==> src/rtl/alu_reservation_station.sv <==
// alu_reservation_station: Tomasulo RS that snoops both CDBs and launches one ready op per cycle into the ALU.
// Define RS_PERF_EN to add the perf_dispatch_cnt / perf_full_cycles counters.
module alu_reservation_station #(
  parameter int RS_ENTRIES = 8,
  parameter int ROB_W = 4,
  parameter int OPT_W = 6
) (
  input  logic             clk_in,
  input  logic             rst_in,
  input  logic             rdy_in,
  input  logic             flush_in,
  input  logic             issue_valid,
  input  logic [OPT_W-1:0] issue_opt,
  input  logic [31:0]      issue_vj,
  input  logic [31:0]      issue_vk,
  input  logic             issue_qj_busy,
  input  logic             issue_qk_busy,
  input  logic [ROB_W-1:0] issue_qj,
  input  logic [ROB_W-1:0] issue_qk,
  input  logic [31:0]      issue_imm,
  input  logic [31:0]      issue_pc,
  input  logic [ROB_W-1:0] issue_rob,
  output logic             rs_full,
  input  logic             alu_cdb_valid,
  input  logic [ROB_W-1:0] alu_cdb_rob,
  input  logic [31:0]      alu_cdb_value,
  input  logic             lsb_cdb_valid,
  input  logic [ROB_W-1:0] lsb_cdb_rob,
  input  logic [31:0]      lsb_cdb_value,
  output logic             alu_en,
  output logic [OPT_W-1:0] alu_opt,
  output logic [31:0]      alu_rs1,
  output logic [31:0]      alu_rs2,
  output logic [31:0]      alu_imm,
  output logic [31:0]      alu_pc,
  output logic [ROB_W-1:0] alu_rob
`ifdef RS_PERF_EN
  ,
  output logic [31:0]      perf_dispatch_cnt,
  output logic [31:0]      perf_full_cycles
`endif
);
  localparam int IW = $clog2(RS_ENTRIES);
  logic [RS_ENTRIES-1:0] busy, qj_busy, qk_busy, ready;
  logic [OPT_W-1:0] opt [RS_ENTRIES];
  logic [31:0] vj [RS_ENTRIES];
  logic [31:0] vk [RS_ENTRIES];
  logic [31:0] imm [RS_ENTRIES];
  logic [31:0] pc [RS_ENTRIES];
  logic [ROB_W-1:0] qj [RS_ENTRIES];
  logic [ROB_W-1:0] qk [RS_ENTRIES];
  logic [ROB_W-1:0] rob [RS_ENTRIES];
  logic [IW-1:0] free_idx, sel_idx;
  logic sel_ok, aj, lj, ak, lk, in_qjb, in_qkb;
  logic [31:0] in_vj, in_vk;
  assign rs_full = &busy;
  assign ready = busy & ~qj_busy & ~qk_busy;
  assign sel_ok = |ready;
  always_comb begin
    free_idx = '0;
    sel_idx = '0;
    for (int i = RS_ENTRIES - 1; i >= 0; i--) begin
      if (!busy[i]) free_idx = IW'(i);
      if (ready[i]) sel_idx = IW'(i);
    end
  end
  // Same-cycle bypass of the issuing operands; ALU bus wins over LSB bus.
  assign aj = alu_cdb_valid && alu_cdb_rob == issue_qj;
  assign lj = lsb_cdb_valid && lsb_cdb_rob == issue_qj;
  assign ak = alu_cdb_valid && alu_cdb_rob == issue_qk;
  assign lk = lsb_cdb_valid && lsb_cdb_rob == issue_qk;
  assign in_qjb = issue_qj_busy && !aj && !lj;
  assign in_qkb = issue_qk_busy && !ak && !lk;
  assign in_vj = !issue_qj_busy ? issue_vj : aj ? alu_cdb_value : lj ? lsb_cdb_value : issue_vj;
  assign in_vk = !issue_qk_busy ? issue_vk : ak ? alu_cdb_value : lk ? lsb_cdb_value : issue_vk;
  always_ff @(posedge clk_in) begin
    if (rst_in) begin
      busy <= '0;
      alu_en <= 1'b0;
      alu_opt <= '0;
      alu_rs1 <= '0;
      alu_rs2 <= '0;
      alu_imm <= '0;
      alu_pc <= '0;
      alu_rob <= '0;
`ifdef RS_PERF_EN
      perf_dispatch_cnt <= '0;
      perf_full_cycles <= '0;
`endif
    end else if (flush_in) begin
      busy <= '0;
      alu_en <= 1'b0;
    end else if (rdy_in) begin
      for (int i = 0; i < RS_ENTRIES; i++) begin
        if (busy[i] && qj_busy[i]) begin
          if (alu_cdb_valid && alu_cdb_rob == qj[i]) begin
            vj[i] <= alu_cdb_value;
            qj_busy[i] <= 1'b0;
          end else if (lsb_cdb_valid && lsb_cdb_rob == qj[i]) begin
            vj[i] <= lsb_cdb_value;
            qj_busy[i] <= 1'b0;
          end
        end
        if (busy[i] && qk_busy[i]) begin
          if (alu_cdb_valid && alu_cdb_rob == qk[i]) begin
            vk[i] <= alu_cdb_value;
            qk_busy[i] <= 1'b0;
          end else if (lsb_cdb_valid && lsb_cdb_rob == qk[i]) begin
            vk[i] <= lsb_cdb_value;
            qk_busy[i] <= 1'b0;
          end
        end
      end
      alu_en <= sel_ok;
      if (sel_ok) begin
        alu_opt <= opt[sel_idx];
        alu_rs1 <= vj[sel_idx];
        alu_rs2 <= vk[sel_idx];
        alu_imm <= imm[sel_idx];
        alu_pc <= pc[sel_idx];
        alu_rob <= rob[sel_idx];
        busy[sel_idx] <= 1'b0;
      end
      // free_idx is never sel_idx: one is idle, the other busy.
      if (issue_valid && !rs_full) begin
        busy[free_idx] <= 1'b1;
        opt[free_idx] <= issue_opt;
        vj[free_idx] <= in_vj;
        vk[free_idx] <= in_vk;
        qj_busy[free_idx] <= in_qjb;
        qk_busy[free_idx] <= in_qkb;
        qj[free_idx] <= issue_qj;
        qk[free_idx] <= issue_qk;
        imm[free_idx] <= issue_imm;
        pc[free_idx] <= issue_pc;
        rob[free_idx] <= issue_rob;
      end
`ifdef RS_PERF_EN
      perf_dispatch_cnt <= perf_dispatch_cnt + 32'(sel_ok);
      perf_full_cycles <= perf_full_cycles + 32'(rs_full);
`endif
    end
  end
endmodule
==> config.mk <==
export PLATFORM = sky130hd
export DESIGN_NAME = alu_reservation_station
export DESIGN_NICKNAME = d
export VERILOG_FILES = /design/src/rtl/alu_reservation_station.sv
export SDC_FILE = /design/constraint.sdc
export NUM_CORES = 2
export LEC_CHECK = 0
export ABC_AREA = 1
export CAP_MARGIN = 0
export CORE_UTILIZATION = 40
export CTS_CLUSTER_SIZE = 8
export DETAILED_ROUTE_END_ITERATION = 8
export SLEW_MARGIN = 20
export SYNTH_ARGS = -nofsm -noshare
export SYNTH_HDL_FRONTEND = slang
export SYNTH_SLANG_ARGS = --single-unit
export TNS_END_PERCENT = 1
==> constraint.sdc <==
create_clock -name clk_in -period 4.9 [get_ports clk_in]
set_input_delay 0.49 -clock clk_in [delete_from_list [all_inputs] [get_ports clk_in]]
set_output_delay 0.49 -clock clk_in [all_outputs]
set_load 0.005 [all_outputs]
# --- After elaboration in Yosys (flattened, before gate mapping) ---
# Memory sizes are Yosys's and may differ from the RTL's. A register that Yosys moved wholly into a read port is not among the register bits.
# Index checks and enable logic that the tools add are counted.
classes:
  n_lt_le_gt_ge: 4
  eq_ne: 36
  n_mux: 360
  bitwise_logic: 25
  reduce_logical: 69
ops:
  columns: ["cell", "count"]
  rows:
  - ["$mux W32", 22]
  - ["$mux W1", 311]
  - ["$eq A4 B4 Y1", 36]
  - ["$logic_and A1 B1 Y1", 59]
  - ["$mux W8", 7]
  - ["$mux W3", 16]
  - ["$and A8 B8 Y8", 3]
  - ["$not A8 Y8", 3]
  - ["$bwmux W8", 2]
  - ["$or A1 B1 Y1", 16]
  - ["$lt A3 B4 Y1 const B", 2]
  - ["$or A8 B8 Y8", 1]
  - ["$reduce_and A8 Y1", 1]
  - ["$reduce_or A8 Y1", 1]
  - ["$demux W1 S3", 2]
  - ["$ge A3 B1 Y1 const B", 2]
  - ["$reduce_and A3 Y1", 2]
  - ["$logic_not A1 Y1", 5]
  - ["$not A1 Y1", 2]
  - ["$reduce_or A2 Y1", 1]
totals:
  reg_bits: 25
  ramBits: 1168
  in_bits: 227
  out_inout_bits: 140
  word_cells: 506
  mem_count: 8
mem_list:
  columns: ["memory", "words", "word_bits", "read_ports", "rd_clocked_by_memory_dff", "write_ports", "line", "rtl"]
  rows:
  - ["imm", 8, 32, 1, 1, 1, "48", "logic [31:0] imm [RS_ENTRIES];"]
  - ["pc", 8, 32, 1, 1, 1, "49", "logic [31:0] pc [RS_ENTRIES];"]
  - ["vj", 8, 32, 1, 1, 9, "46", "logic [31:0] vj [RS_ENTRIES];"]
  - ["vk", 8, 32, 1, 1, 9, "47", "logic [31:0] vk [RS_ENTRIES];"]
  - ["opt", 8, 6, 1, 1, 1, "45", "logic [OPT_W-1:0] opt [RS_ENTRIES];"]
  - ["qj", 8, 4, 8, 0, 1, "50", "logic [ROB_W-1:0] qj [RS_ENTRIES];"]
  - ["2 more memories", null, null, null, null, null, null, null]

# --- Logic depth before layout (Yosys ltp) ---
logic_depth:
  ltp_word: 23
  ltp_mapped: 16

# --- Least setup slack after synthesis ---
# Ideal clock, no wire load.
synth_timing:
  path_type: "input to register"
  start: "in rst_in"
  end: "mem imm[6][0], enable pin"
  setup_time_ns: 0.406
  arrival_ns: 2.548
  setup_slack_ns: 1.945
  path_stages: 6
  n_path_buf: 1
  cell_sequence: "nor2_4 > inv_2 > nor2_8 > inv_4 > nor2_1 > buf_2"
synth_between:
  elab_chain_cells: 2
synth_rtl:
  columns: ["element", "line", "rtl"]
  rows:
  - ["start: declaration", "9", "input logic rst_in,"]
  - ["$mux W1", "77", "if (rst_in) begin"]
  - ["$mux W1 (implied by the code)", "134", "imm[free_idx] <= issue_imm;"]
  - ["end: declaration", "48", null]
# No other way between the ends.

# --- Final worst setup path ---
layout_timing:
  start: "reg qk_busy[2]"
  end: "reg alu_rs2[2], read port of vk"
layout_between:
  elab_chain_cells: 5
  elab_cells_between_ends: 7
  classes_between: "mux (3); bitwise (2); reduce/logical (2)"
layout_rtl:
  columns: ["element", "line", "rtl"]
  rows:
  - ["start: declaration", "44", "logic [RS_ENTRIES-1:0] busy, qj_busy, qk_busy, ready;"]
  - ["start signal: indexed assignment", "131", "qk_busy[free_idx] <= in_qkb;"]
  - ["$not A8 Y8 *", "57", "assign ready = busy & ~qj_busy & ~qk_busy;"]
  - ["$and A8 B8 Y8 *", "57", null]
  - ["$mux W3 (3 in series)", "64", "if (ready[i]) sel_idx = IW'(i);"]
  - ["end: declaration", "33", "output logic [31:0] alu_rs2,"]
# Every way passes the cells marked *; elsewhere a longest branch is shown, timed or not.
# A chain may end at the register's enable or synchronous reset.

==> flow_summary.ini <==
[run_status]
status = complete, no violations

[finish]
final_area_um2 = 81980
fin_cells = 11120
drive_gt1_share_pct = 6.182
nFillCells = 16517
nets = 8861
final_util_pct = 47.11
syn_to_final_growth_pct = 16.81

[sta]
rsz0062_at_grt = no
worst_clock_skew_ns = 0.06749
max_slew_margin_pct = 12.49
maxSlewViolCount = 0
tns_ns = 0
setup_viol = 0
min_period_ns = 3.482
fmax_mhz = 287.2
fin_crit_sh_pct = 71.06
finalHoldViolCount = 0
hold_ws_ns = 0.3706
fin_ws_ns = 1.418
worstMarginPinSlew_ns = 1.302

[worst_setup_path]
crit_path_max_fanout = 213
worst_path_largest_cell_delay_ns = 0.74
startpoint_type = register
arrival_ns = 4.23
crit_type = register to register
crit_top_cell = nand2_1
required_ns = 5.65
critical_path.cell_chain = inv_1 -> nand3_1 -> nand2_1 -> nor2_4 -> buf_12 -> buf_4 -> nand3_1 -> nand2_1 -> inv_1 -> nand2_1 -> nor2_1 -> nand2_1 -> nand2_1 -> a21oi_1
critPathCaptureType = register
slowest_stage = buf_4

[global_routing]
grt.met3_usage_pct = 8.417
grt_first_pass_wirelength_mm = 422.3
grt_max_degree = 214
antenna_found_initial = 23
grt_pass1_vias = 60302
track_usage_pct = 33.05
top_usage_layer = met2
met1_usage_pct = 41.22
globalRouteOverflowTotal = 0
use_met2_pct = 50.18

[synthesis]
synth_area_um2 = 70180
synth_warnings = 0
ys_seq_area_share_pct = 54.85
ys_types = 43
syn_avg_cell_area_um2 = 8.255
synth_fp_nets = 8729
syn_inst = 8502
ys_ff_latch = 1331

[route]
ant_nets = 0
firstDrtPassIters = 7
wl_mm = 298.2
detailroute.via_count = 64585
via_per_inst = 5.808
wl_per_cell_um = 26.81
drc = 0
drt_iter0_markers = 9335

[clocking]
path_clk_slew_ns = 0.05
cts_made_buffers = 185
cts_tree = built
cts_resized = 0
clock_latency_ns = 0.87
root_buffer = clkbuf_16
cts.sinks = 1331
cts-hold-fix-buffers = 0
htreeDepth = 4
post_cts_buffers = 0
cts_buffer_depth = 3

[placed_design]
pre_cts_ws_ns = 1.003
io_buffer_count = 366
place.gp.congestion = 0.9432
dp_cells = 10772
dpl_cell_area_um2 = 76450
hpwl_mm = 173.2

[pwr]
cell_internal_pwr_mw = 20.04
p_switching_mw = 6.455
p_per_area_nw_per_um2 = 323.1
combPwrFrac_pct = 6.4
total_leakage_power_nw = 34.13
ir_drop_mv = 0.3935
pwr-share-seq_pct = 46.8
switching_share_pct = 24.37
total_power_mw = 26.49
pwr-share-clk_pct = 46.8

[floorplanning]
die_w_um = 420.9
die_area_um2 = 177100
num_io_pins = 367
start_util_pct = 40.33
rows = 153
core_um2 = 174000
die_h_um = 420.9

[hold_path]
hp-class = input pin to register

[run]
cap_violations = 0
-- power by group through the flow --
stage	clock network (mW)	logic [mW]	registers (mW)
after floorplan	0	0.824	12.6
after global placement	0	1.60	12.6
after detailed placement	0	1.62	12.6
after CTS	12.5	1.63	12.4
after global routing	13.0	1.80	12.4
final	12.4	1.69	12.4
-- sequential cells by signal (all words and copies together) (netlist names), 32 cells and up --
name,cells
alu_rs2,32
alu_imm,32
pc,256
rob,32
alu_pc,32
imm,256
vk,256
opt,48
qk,32
alu_rs1,32
vj,256
qj,32
-- layer usage --
| metal | vias to the layer above | share of wire, % |
|---|---|---|
| met1 | 30068 | 36 |
| met2 | 4548 | 44 |
| li1 | 28775 | - |
| met5 | - | 0.045 |
| met4 | 20 | 7.9 |
| met3 | 1174 | 12 |
-- Yosys cell counts --
cell | n | area (um2)
a211oi_1 | 7 | 52.55
a21oi_1 | 243 | 1216
a221oi_1 | 2 | 17.52
a31oi_2 | 1 | 12.51
buf_1 | 43 | 161.4
buf_2 | 325 | 1627
buf_4 | 41 | 307.8
buf_6 | 8 | 90.09
clkbuf_1 | 239 | 897.1
clkinv_1 | 6 | 22.52
dfxtp_1 | 147 | 2943
edfxtp_1 | 1184 | 35550
inv_1 | 562 | 2110
inv_2 | 26 | 97.59
inv_4 | 2 | 12.51
nand2_1 | 2989 | 11220
nand2_2 | 8 | 50.05
nand2_4 | 2 | 22.52
nand2b_1 | 1 | 6.260
nand3_1 | 1019 | 5100
nand3_2 | 17 | 170.2
nand3b_1 | 19 | 142.6
nand3b_2 | 1 | 11.26
nand4_1 | 231 | 1445
nor2_1 | 521 | 1956
nor2_2 | 6 | 37.54
nor2_4 | 7 | 78.83
nor2_8 | 1 | 20.02
nor3_1 | 11 | 55.05
nor3_2 | 9 | 90.09
nor3_4 | 6 | 97.59
nor4_2 | 1 | 12.51
o2111ai_1 | 15 | 131.4
o211ai_1 | 69 | 518.0
o21ai_0 | 441 | 2207
o21ai_1 | 207 | 1036
o21ai_2 | 1 | 8.760
o221ai_1 | 8 | 70.07
o22ai_1 | 32 | 200.2
o31ai_1 | 4 | 30.03
or2_2 | 2 | 12.51
xnor2_1 | 32 | 280.3
xor2_1 | 6 | 52.55
-- critical path: cells and delay by family, from the launching register on --
family	cells	cell delay (ns)
buffers and inverters	4	1.50
AND/OR/NAND/NOR	9	1.29
AO/OA/AOI/OAI	1	0.18
flip-flops	1	0.35
-- final cells by class --
type / instances / area, um2 / area share [%]
Tap cell: 2325 / 2909 / 3.548
Clock inverter: 16 / 340.3 / 0.4151
Multi-Input combinational cell: 5919 / 26510 / 32.34
Clock buffer: 320 / 5157 / 6.291
Sequential cell: 1331 / 38500 / 46.96
Inverter: 596 / 2286 / 2.788
Antenna cell: 12 / 30.03 / 0.03663
Timing Repair Buffer: 601 / 6254 / 7.628
-- final timing paths --
check | from | endpoint | slack, ns | depth (start not counted)
min | issue_pc[4] | pc[0][4] | 0.37 | 1
max reg2reg | qk_busy[2] | alu_rs2[2] | 1.42 | 14
min reg2reg | alu_en | alu_en | 0.50 | 2
max | qk_busy[2] | alu_rs2[2] | 1.42 | 14
-- cells in the final DEF (no fill, tap or decap), drive strengths merged, types with 4 or more instances in the layout --
master	count
diode	12
nor2	535
buf	235
o211ai	69
clkdlybuf4s50	366
clkinv	18
o22ai	32
xor2	6
edfxtp	1184
xnor2	32
nand3	1036
a211oi	7
o2111ai	15
nor3	26
inv	594
nand4	231
o31ai	4
nand2	2999
o221ai	8
o21ai	649
dfxtp	147
nand3b	20
clkbuf	320
a21oi	243
-- cells by family (layout without fill, tap and decap cells) --
group / Yosys count / in the layout / share of synthesized area, %
flip-flops: 1331 / 1331 / 54.85
AO/OA/AOI/OAI: 1030 / 1030 / 7.837
AND/OR/NAND/NOR: 4851 / 4851 / 29.25
XOR/XNOR: 38 / 38 / 0.4742
buffers and inverters: 1252 / 1533 / 7.588
other: 0 / 12 / 0
Note: power is estimated with default switching activity, not from simulation.
